**src/rtl/hazard_ctrl_if.sv**
```systemverilog
// Signal bundle between the ID-stage pipeline control and the hazard unit.
// Every signal is a plain per-cycle level: there is no valid/ready handshake.
// The pipeline presents its stage fields each cycle, and the hazard unit
// returns that cycle's stall/bubble/freeze decisions combinationally in the
// same cycle. The master modport belongs to the pipeline side and the slave
// modport to hazard_ctrl.
interface hazard_ctrl_if #(
  parameter int REG_AW = 5,
  parameter int CNT_W  = 16
);
  logic [31:0]       if_id_instr_i;
  logic              id_ex_memrd_i;
  logic              id_ex_regwrite_i;
  logic [REG_AW-1:0] id_ex_wraddr_i;
  logic              ex_mem_memrd_i;
  logic [REG_AW-1:0] ex_mem_wraddr_i;
  logic              mem_stall_i;
  logic              cnt_clr_i;
  logic              pc_stall_o;
  logic              if_id_hold_o;
  logic              bubble_o;
  logic              freeze_o;
  logic [CNT_W-1:0]  bubble_cnt_o;
  logic              dbg_state_o;   // 0 = IDLE, 1 = STALL

  modport master (
    output if_id_instr_i, id_ex_memrd_i, id_ex_regwrite_i, id_ex_wraddr_i,
           ex_mem_memrd_i, ex_mem_wraddr_i, mem_stall_i, cnt_clr_i,
    input  pc_stall_o, if_id_hold_o, bubble_o, freeze_o, bubble_cnt_o,
           dbg_state_o
  );

  modport slave (
    input  if_id_instr_i, id_ex_memrd_i, id_ex_regwrite_i, id_ex_wraddr_i,
           ex_mem_memrd_i, ex_mem_wraddr_i, mem_stall_i, cnt_clr_i,
    output pc_stall_o, if_id_hold_o, bubble_o, freeze_o, bubble_cnt_o,
           dbg_state_o
  );
endinterface

```
**src/rtl/hazard_ctrl.sv**
```systemverilog
// Hazard detection unit for the 5-stage MIPS pipeline.
// This unit detects load-use hazards and, when branches resolve in ID, branch
// operand hazards. A multi-cycle stall is held with a countdown. A data-memory
// wait freezes the whole pipeline. Bubble cycles are counted with saturation.
module hazard_ctrl #(
  parameter int REG_AW   = 5,
  parameter int LOAD_LAT = 1,
  parameter int BR_ID    = 1,
  parameter int CNT_W    = 16
) (
  input  logic         clk_i,
  input  logic         rst_i,
  hazard_ctrl_if.slave hz
);

  // rem has to hold up to LOAD_LAT (the largest stall need is LOAD_LAT+1).
  localparam int REM_W = $clog2(LOAD_LAT + 2);
  localparam logic [REM_W-1:0] N_ONE  = REM_W'(1);
  localparam logic [REM_W-1:0] N_LOAD = REM_W'(LOAD_LAT);
  localparam logic [REM_W-1:0] N_BRLD = REM_W'(LOAD_LAT + 1);

  typedef enum logic {
    S_IDLE  = 1'b0,
    S_STALL = 1'b1
  } state_t;

  state_t            state, state_n;
  logic [REM_W-1:0]  rem, rem_n;
  logic [REM_W-1:0]  need_n;
  logic [CNT_W-1:0]  cnt;
  logic              stall_raw, bubble_raw, freeze_raw;

  logic [5:0]        op;
  logic [REG_AW-1:0] rs, rt;
  logic              rt_src, is_br, ex_match, mem_match;

  // Instruction decode. rt is read only by R-type, beq, bne and sw.
  assign op     = hz.if_id_instr_i[31:26];
  assign rs     = REG_AW'(hz.if_id_instr_i[25:21]);
  assign rt     = REG_AW'(hz.if_id_instr_i[20:16]);
  assign rt_src = (op == 6'h00) || (op == 6'h04) || (op == 6'h05) || (op == 6'h2B);
  assign is_br  = (op == 6'h04) || (op == 6'h05);

  // A write to $0 is architecturally discarded, so it can never create a hazard.
  assign ex_match  = (hz.id_ex_wraddr_i != '0) &&
                     ((hz.id_ex_wraddr_i == rs) || (rt_src && (hz.id_ex_wraddr_i == rt)));
  assign mem_match = (hz.ex_mem_wraddr_i != '0) &&
                     ((hz.ex_mem_wraddr_i == rs) || (rt_src && (hz.ex_mem_wraddr_i == rt)));

  // Stall need for the current ID instruction: maximum over all active conditions.
  always_comb begin
    need_n = '0;
    if (hz.id_ex_memrd_i && ex_match)
      need_n = N_LOAD;
    if ((BR_ID != 0) && is_br) begin
      if (hz.id_ex_regwrite_i && ex_match && (need_n < N_ONE))
        need_n = N_ONE;
      if (hz.id_ex_memrd_i && ex_match)
        need_n = N_BRLD;
      if (hz.ex_mem_memrd_i && mem_match && (need_n < N_ONE))
        need_n = N_ONE;
    end
  end

  // State and countdown registers; reset aborts any stall in progress.
  always_ff @(posedge clk_i or negedge rst_i) begin
    if (!rst_i) begin
      state <= S_IDLE;
      rem   <= '0;
    end else begin
      state <= state_n;
      rem   <= rem_n;
    end
  end

  // Next-state and raw stall decisions; a memory freeze holds everything.
  always_comb begin
    state_n    = state;
    rem_n      = rem;
    stall_raw  = 1'b0;
    bubble_raw = 1'b0;
    freeze_raw = 1'b0;
    if (hz.mem_stall_i) begin
      freeze_raw = 1'b1;
      stall_raw  = 1'b1;
    end else begin
      case (state)
        S_IDLE: begin
          if (need_n != '0) begin
            stall_raw  = 1'b1;
            bubble_raw = 1'b1;
            if (need_n > N_ONE) begin
              state_n = S_STALL;
              rem_n   = need_n - N_ONE;
            end
          end
        end
        S_STALL: begin
          stall_raw  = 1'b1;
          bubble_raw = 1'b1;
          rem_n      = rem - N_ONE;
          if (rem == N_ONE)
            state_n = S_IDLE;
        end
        default: begin
          state_n = S_IDLE;
          rem_n   = '0;
        end
      endcase
    end
  end

  // Saturating bubble counter; a clear beats a coincident increment.
  always_ff @(posedge clk_i or negedge rst_i) begin
    if (!rst_i)
      cnt <= '0;
    else if (hz.cnt_clr_i)
      cnt <= '0;
    else if (bubble_raw && (cnt != {CNT_W{1'b1}}))
      cnt <= cnt + CNT_W'(1);
  end

  // Control outputs are forced low for as long as reset is asserted.
  assign hz.pc_stall_o   = rst_i & stall_raw;
  assign hz.if_id_hold_o = rst_i & stall_raw;
  assign hz.bubble_o     = rst_i & bubble_raw;
  assign hz.freeze_o     = rst_i & freeze_raw;
  assign hz.bubble_cnt_o = cnt;
  assign hz.dbg_state_o  = state;

endmodule

```
**src/flat_wrapper.sv**
```systemverilog
// flat-port wrapper written by rule: the top's interface ports become plain ports
module hazard_ctrl_flat 
#(
  parameter int REG_AW   = 5,
  parameter int LOAD_LAT = 1,
  parameter int BR_ID    = 1,
  parameter int CNT_W    = 16
)
  (clk_i, rst_i, hz_if_id_instr_i, hz_id_ex_memrd_i, hz_id_ex_regwrite_i, hz_id_ex_wraddr_i, hz_ex_mem_memrd_i, hz_ex_mem_wraddr_i, hz_mem_stall_i, hz_cnt_clr_i, hz_pc_stall_o, hz_if_id_hold_o, hz_bubble_o, hz_freeze_o, hz_bubble_cnt_o, hz_dbg_state_o);
  hazard_ctrl_if #(.REG_AW(REG_AW), .CNT_W(CNT_W)) hz_i ();
  input  logic clk_i;
  input  logic rst_i;
  input wire logic [$bits(hz_i.if_id_instr_i)-1:0] hz_if_id_instr_i;
  input wire logic [$bits(hz_i.id_ex_memrd_i)-1:0] hz_id_ex_memrd_i;
  input wire logic [$bits(hz_i.id_ex_regwrite_i)-1:0] hz_id_ex_regwrite_i;
  input wire logic [$bits(hz_i.id_ex_wraddr_i)-1:0] hz_id_ex_wraddr_i;
  input wire logic [$bits(hz_i.ex_mem_memrd_i)-1:0] hz_ex_mem_memrd_i;
  input wire logic [$bits(hz_i.ex_mem_wraddr_i)-1:0] hz_ex_mem_wraddr_i;
  input wire logic [$bits(hz_i.mem_stall_i)-1:0] hz_mem_stall_i;
  input wire logic [$bits(hz_i.cnt_clr_i)-1:0] hz_cnt_clr_i;
  output wire logic [$bits(hz_i.pc_stall_o)-1:0] hz_pc_stall_o;
  output wire logic [$bits(hz_i.if_id_hold_o)-1:0] hz_if_id_hold_o;
  output wire logic [$bits(hz_i.bubble_o)-1:0] hz_bubble_o;
  output wire logic [$bits(hz_i.freeze_o)-1:0] hz_freeze_o;
  output wire logic [$bits(hz_i.bubble_cnt_o)-1:0] hz_bubble_cnt_o;
  output wire logic [$bits(hz_i.dbg_state_o)-1:0] hz_dbg_state_o;
  assign hz_i.if_id_instr_i = hz_if_id_instr_i;
  assign hz_i.id_ex_memrd_i = hz_id_ex_memrd_i;
  assign hz_i.id_ex_regwrite_i = hz_id_ex_regwrite_i;
  assign hz_i.id_ex_wraddr_i = hz_id_ex_wraddr_i;
  assign hz_i.ex_mem_memrd_i = hz_ex_mem_memrd_i;
  assign hz_i.ex_mem_wraddr_i = hz_ex_mem_wraddr_i;
  assign hz_i.mem_stall_i = hz_mem_stall_i;
  assign hz_i.cnt_clr_i = hz_cnt_clr_i;
  assign hz_pc_stall_o = hz_i.pc_stall_o;
  assign hz_if_id_hold_o = hz_i.if_id_hold_o;
  assign hz_bubble_o = hz_i.bubble_o;
  assign hz_freeze_o = hz_i.freeze_o;
  assign hz_bubble_cnt_o = hz_i.bubble_cnt_o;
  assign hz_dbg_state_o = hz_i.dbg_state_o;
  hazard_ctrl #(.REG_AW(REG_AW), .LOAD_LAT(LOAD_LAT), .BR_ID(BR_ID), .CNT_W(CNT_W)) u_core (.clk_i(clk_i), .rst_i(rst_i), .hz(hz_i));
endmodule
```
**config.mk**
```make
export PLATFORM = sky130hd
export DESIGN_NAME = hazard_ctrl_flat
export DESIGN_NICKNAME = d
export VERILOG_FILES = /design/src/rtl/hazard_ctrl_if.sv /design/src/rtl/hazard_ctrl.sv /design/src/flat_wrapper.sv
export SDC_FILE = /design/constraint.sdc
export NUM_CORES = 1
export LEC_CHECK = 0
export CORE_MARGIN = 4
export CORE_UTILIZATION = 30
export CTS_BUF_LIST = sky130_fd_sc_hd__clkbuf_16
export CTS_CLUSTER_SIZE = 14
export DETAILED_ROUTE_END_ITERATION = 8
export HOLD_SLACK_MARGIN = 0.15
export PLACE_DENSITY = 0.73
export SETUP_SLACK_MARGIN = 0.2
export SLEW_MARGIN = 10
export SYNTH_ARGS = -nofsm -noshare
export SYNTH_HDL_FRONTEND = slang
export SYNTH_SLANG_ARGS = --single-unit
export TNS_END_PERCENT = 5
```
**constraint.sdc**
```tcl
create_clock -name clk_i -period 4.6 [get_ports clk_i]
set_input_delay 1.15 -clock clk_i [delete_from_list [all_inputs] [get_ports clk_i]]
set_output_delay 1.15 -clock clk_i [all_outputs]
set_load 0.005 [all_outputs]
```
==> metrics.csv <==
stage,metric,value,unit
status,status,completed,
cts,# clock sinks,19,
pwr,Leak,1.05,nW
logic_synthesis,"Top FF cell, synth",dfrtp_1,
global_routing,initial antenna violation count,0,
critical_path,Crit. End Element,output port,
drt,initial DRC count,24,
critical_path,critical path required time,3.45,ns
sta,Worst Clk Skew,0.00195,ns
cts,CTS tree,done,
final_layout,FILL cells,465,
global_routing,GRT Total Usage,13.9,%
global_routing,first-pass GRT wire length,6850,um
drt,DR WL met2,2140,um
final_layout,"commonest non-fill, non-tap cells in the layout","xor2_1, clkdlybuf4s50_1, buf_4",
cts,"Clk Latency, worst-skew pair",0.25,ns
floorplanning,Starting Density,30.9,%
placed_design,PortBufs,53,
critical_path,Critical Path Max Stage Delay,0.49,ns
drt,DRC viols,0,
drt,Total Wirelength,4050,um
critical_path,crit-path cells,dlygate4sd2_1 -> or4_4 -> o21ai_2 -> a21o_1 -> and3b_2 -> nor3_4 -> ha_4 -> nor2b_4 -> nor2_2 -> and2_1 -> buf_2,
sta,RSZ-0062 raised after global routing,true,
sta,Tcrit/Tclk final,94.0,%
pwr,switch share,23.4,%
final_layout,post-route cell area,2340,um^2
drt,met3 wire length,105,um
logic_synthesis,syn nets,214,
final_layout,Nets,292,
global_routing,total grt overflow,0,
cts,Hold Buf Count CTS,0,
logic_synthesis,"Cell Area, Synth",1450,um^2
pwr,P_int,330,uW
final_layout,"Area growth, synth to finish",61.9,%
pwr,Peak VDD IR,173,uV
global_routing,vias in the first global route,1501,
drt,Top Metal Used,met4,
placed_design,GPL Wtd Cong,0.771,
drt,drt via density,4.91,
critical_path,Worst Setup Start Kind,primary input,
critical_path,worst path arrival time,3.18,ns
cts,CTS buffer count,3,
logic_synthesis,Synth Warn #,0,
critical_path,CP Class,primary input to output port,
sta,fmax,231,MHz
flow_run,max-cap viol count,0,
drt,Avg WL per Cell,13.8,um
logic_synthesis,Yosys reg bits,19,
sta,Slew @ Worst Pin,0.584,ns
floorplanning,row cnt,25,
sta,Fin. Hold Viols,0,
pwr,P_sw,100,uW
pwr,sequential power share,39.3,%
placed_design,detailed placer's ending HPWL,3050,um
logic_synthesis,cells after synthesis,162,
drt,DRT antenna net count,0,
pwr,power share of the clock group,41.2,%
floorplanning,die width,77.5,um
cts,clock transition at the registers of the reported paths,0.05,ns
floorplanning,die height,77.5,um
drt,vias,1438,
sta,min Tclk post-route,4.33,ns
hold_path,worst min-delay path category,flop to flop,
placed_design,placed inst area,2160,um^2
placed_design,pre-CTS worst setup slack,-0.485,ns
drt,DRT Pass-1 Iters,4,
cts,H-tree level count,1,
logic_synthesis,Yosys cell types,42,
sta,Slew HR,61.0,%
cts,Clk Tree Root Cell,clkbuf_16,
final_layout,"commonest non-fill, non-tap cell in the layout",xor2_1,
cts,Clock Tree Buf Depth,2,
global_routing,maximum number of pins on one net before global-route repair,17,
final_layout,n_diodes,0,
sta,Final Setup Violations,0,
final_layout,layout cells sized above 1,23.8,%
pwr,Pwr Density,184,nW/um^2
floorplanning,die area,6000,um^2
critical_path,Critical Path Slowest Stage Cell,or4_4,
floorplanning,total core area,4690,um^2
logic_synthesis,Mapped Avg Cell Area,8.94,um^2
pwr,Comb pwr share,19.5,%
drt,wl on met1,1760,um
floorplanning,I/O pins,70,
logic_synthesis,sequential element share of the synthesized area,32.8,%
critical_path,CP Max Fanout,3,
logic_synthesis,"Async S/R FF share, synth",100,%
sta,final setup margin,0.274,ns
sta,Slew Limit Fails,0,
logic_synthesis,"EDFF count, synth",0,
worst max-delay path: cells and delay by family:
| kind | cells | cell delay, ns |
|---|---|---|
| AND/OR/NAND/NOR | 6 | 1.25 |
| buffers and inverters | 2 | 0.37 |
| AO/OA/AOI/OAI | 2 | 0.25 |
| adder cells (fa/ha/maj) | 1 | 0.16 |
through the flow:
step	total power [mW]	cells	util, %	hold slack (ns)	setup TNS (ns)
finish	0.430	293	49.9	0.560	0
global route	0.449	293	49.9	0.598	0
CTS	0.432	291	48.3	0.565	0
detailed placement	0.254	283	46.1	0.548	-1.39
global placement	0.253	283	46.1	0.538	-1.34
floorplan	0.200	162	-	0.511	0
logic make-up (layout without fill, tap and decap cells):
group / after synthesis / count (layout) / share of synthesized area, %
and+or+nand+nor: 80 / 80 / 31.4
xor gates and xnor gates: 34 / 34 / 20.6
AOI/OAI and AO/OA: 17 / 17 / 8.30
buffers and inverters: 7 / 84 / 2.07
muxes: 2 / 2 / 2.25
DFF: 19 / 19 / 32.8
adders and majority gates: 3 / 3 / 2.59
per-layer routing:
layer  vias to the layer above  global-route usage [%]
met4                         0                    4.80
met2                        26                    25.1
met1                       688                    16.9
met3                         6                    1.86
li1                        718                       -
met5                         -                       0
synthesized netlist by cell type, types with 2 or more instances:
cell,count,share of area [%]
xor2_1,27,16
dfrtp_1,19,33
nor2_1,17,4.4
nand3_1,11,3.8
nand2_1,10,2.6
nor3_1,9,3.1
xnor2_1,7,4.2
nand4_1,6,2.6
o21ai_0,6,2.1
and2_1,5,2.2
and3_1,4,1.7
a21oi_1,3,1.0
ha_1,3,2.6
inv_1,3,0.78
and4_1,2,1.2
clkbuf_1,2,0.52
nand2b_1,2,0.86
o21ai_1,2,0.69
area by class of cell:
type	count	area, um^2	area share, %
clock inverter	1	3.75	0.160
timing repair buffer	77	669	28.6
inverter	3	11.3	0.481
multi-input combinational	136	1040	44.4
clock buffer	3	75.1	3.20
sequential	19	475	20.3
tap	54	67.6	2.88
power groups by stage:
stage	logic (mW)	clock network [mW]	registers (mW)
final	0.0838	0.177	0.169
after global routing	0.0911	0.188	0.169
after CTS	0.0797	0.183	0.169
after detailed placement	0.0824	0	0.172
after global placement	0.0816	0	0.172
after floorplan	0.0284	0	0.172
final timing paths:
kind	from	end	slack, ns	cells past startpoint
setup reg to reg	u_core.hz.bubble_cnt_o[0]	u_core.hz.bubble_cnt_o[6]	2.67	7
max in group asynchronous	rst_i	u_core.hz.bubble_cnt_o[15]	3.16	2
hold / removal	u_core.hz.bubble_cnt_o[14]	u_core.hz.bubble_cnt_o[14]	0.56	2
hold reg to reg	u_core.hz.bubble_cnt_o[14]	u_core.hz.bubble_cnt_o[14]	0.56	2
min in group asynchronous	rst_i	u_core.hz.dbg_state_o	1.26	2
setup / recovery	hz_ex_mem_wraddr_i[2]	hz_bubble_o	0.27	11
registers in the layout, summed over array words and instances, names as in the netlist:
name / count
u_core.rem: 2
u_core.hz.dbg_state_o: 1
u_core.hz.bubble_cnt_o: 16
timing repair:
| item | 4_1_cts | 5_1_grt |
|---|---|---|
| pin swaps | 13 | 16 |
| resized for setup | 47 | 26 |
| setup buffers | 4 | 2 |
| setup endpoints to repair | 3 | 3 |
(Power assumes the default switching activity.)
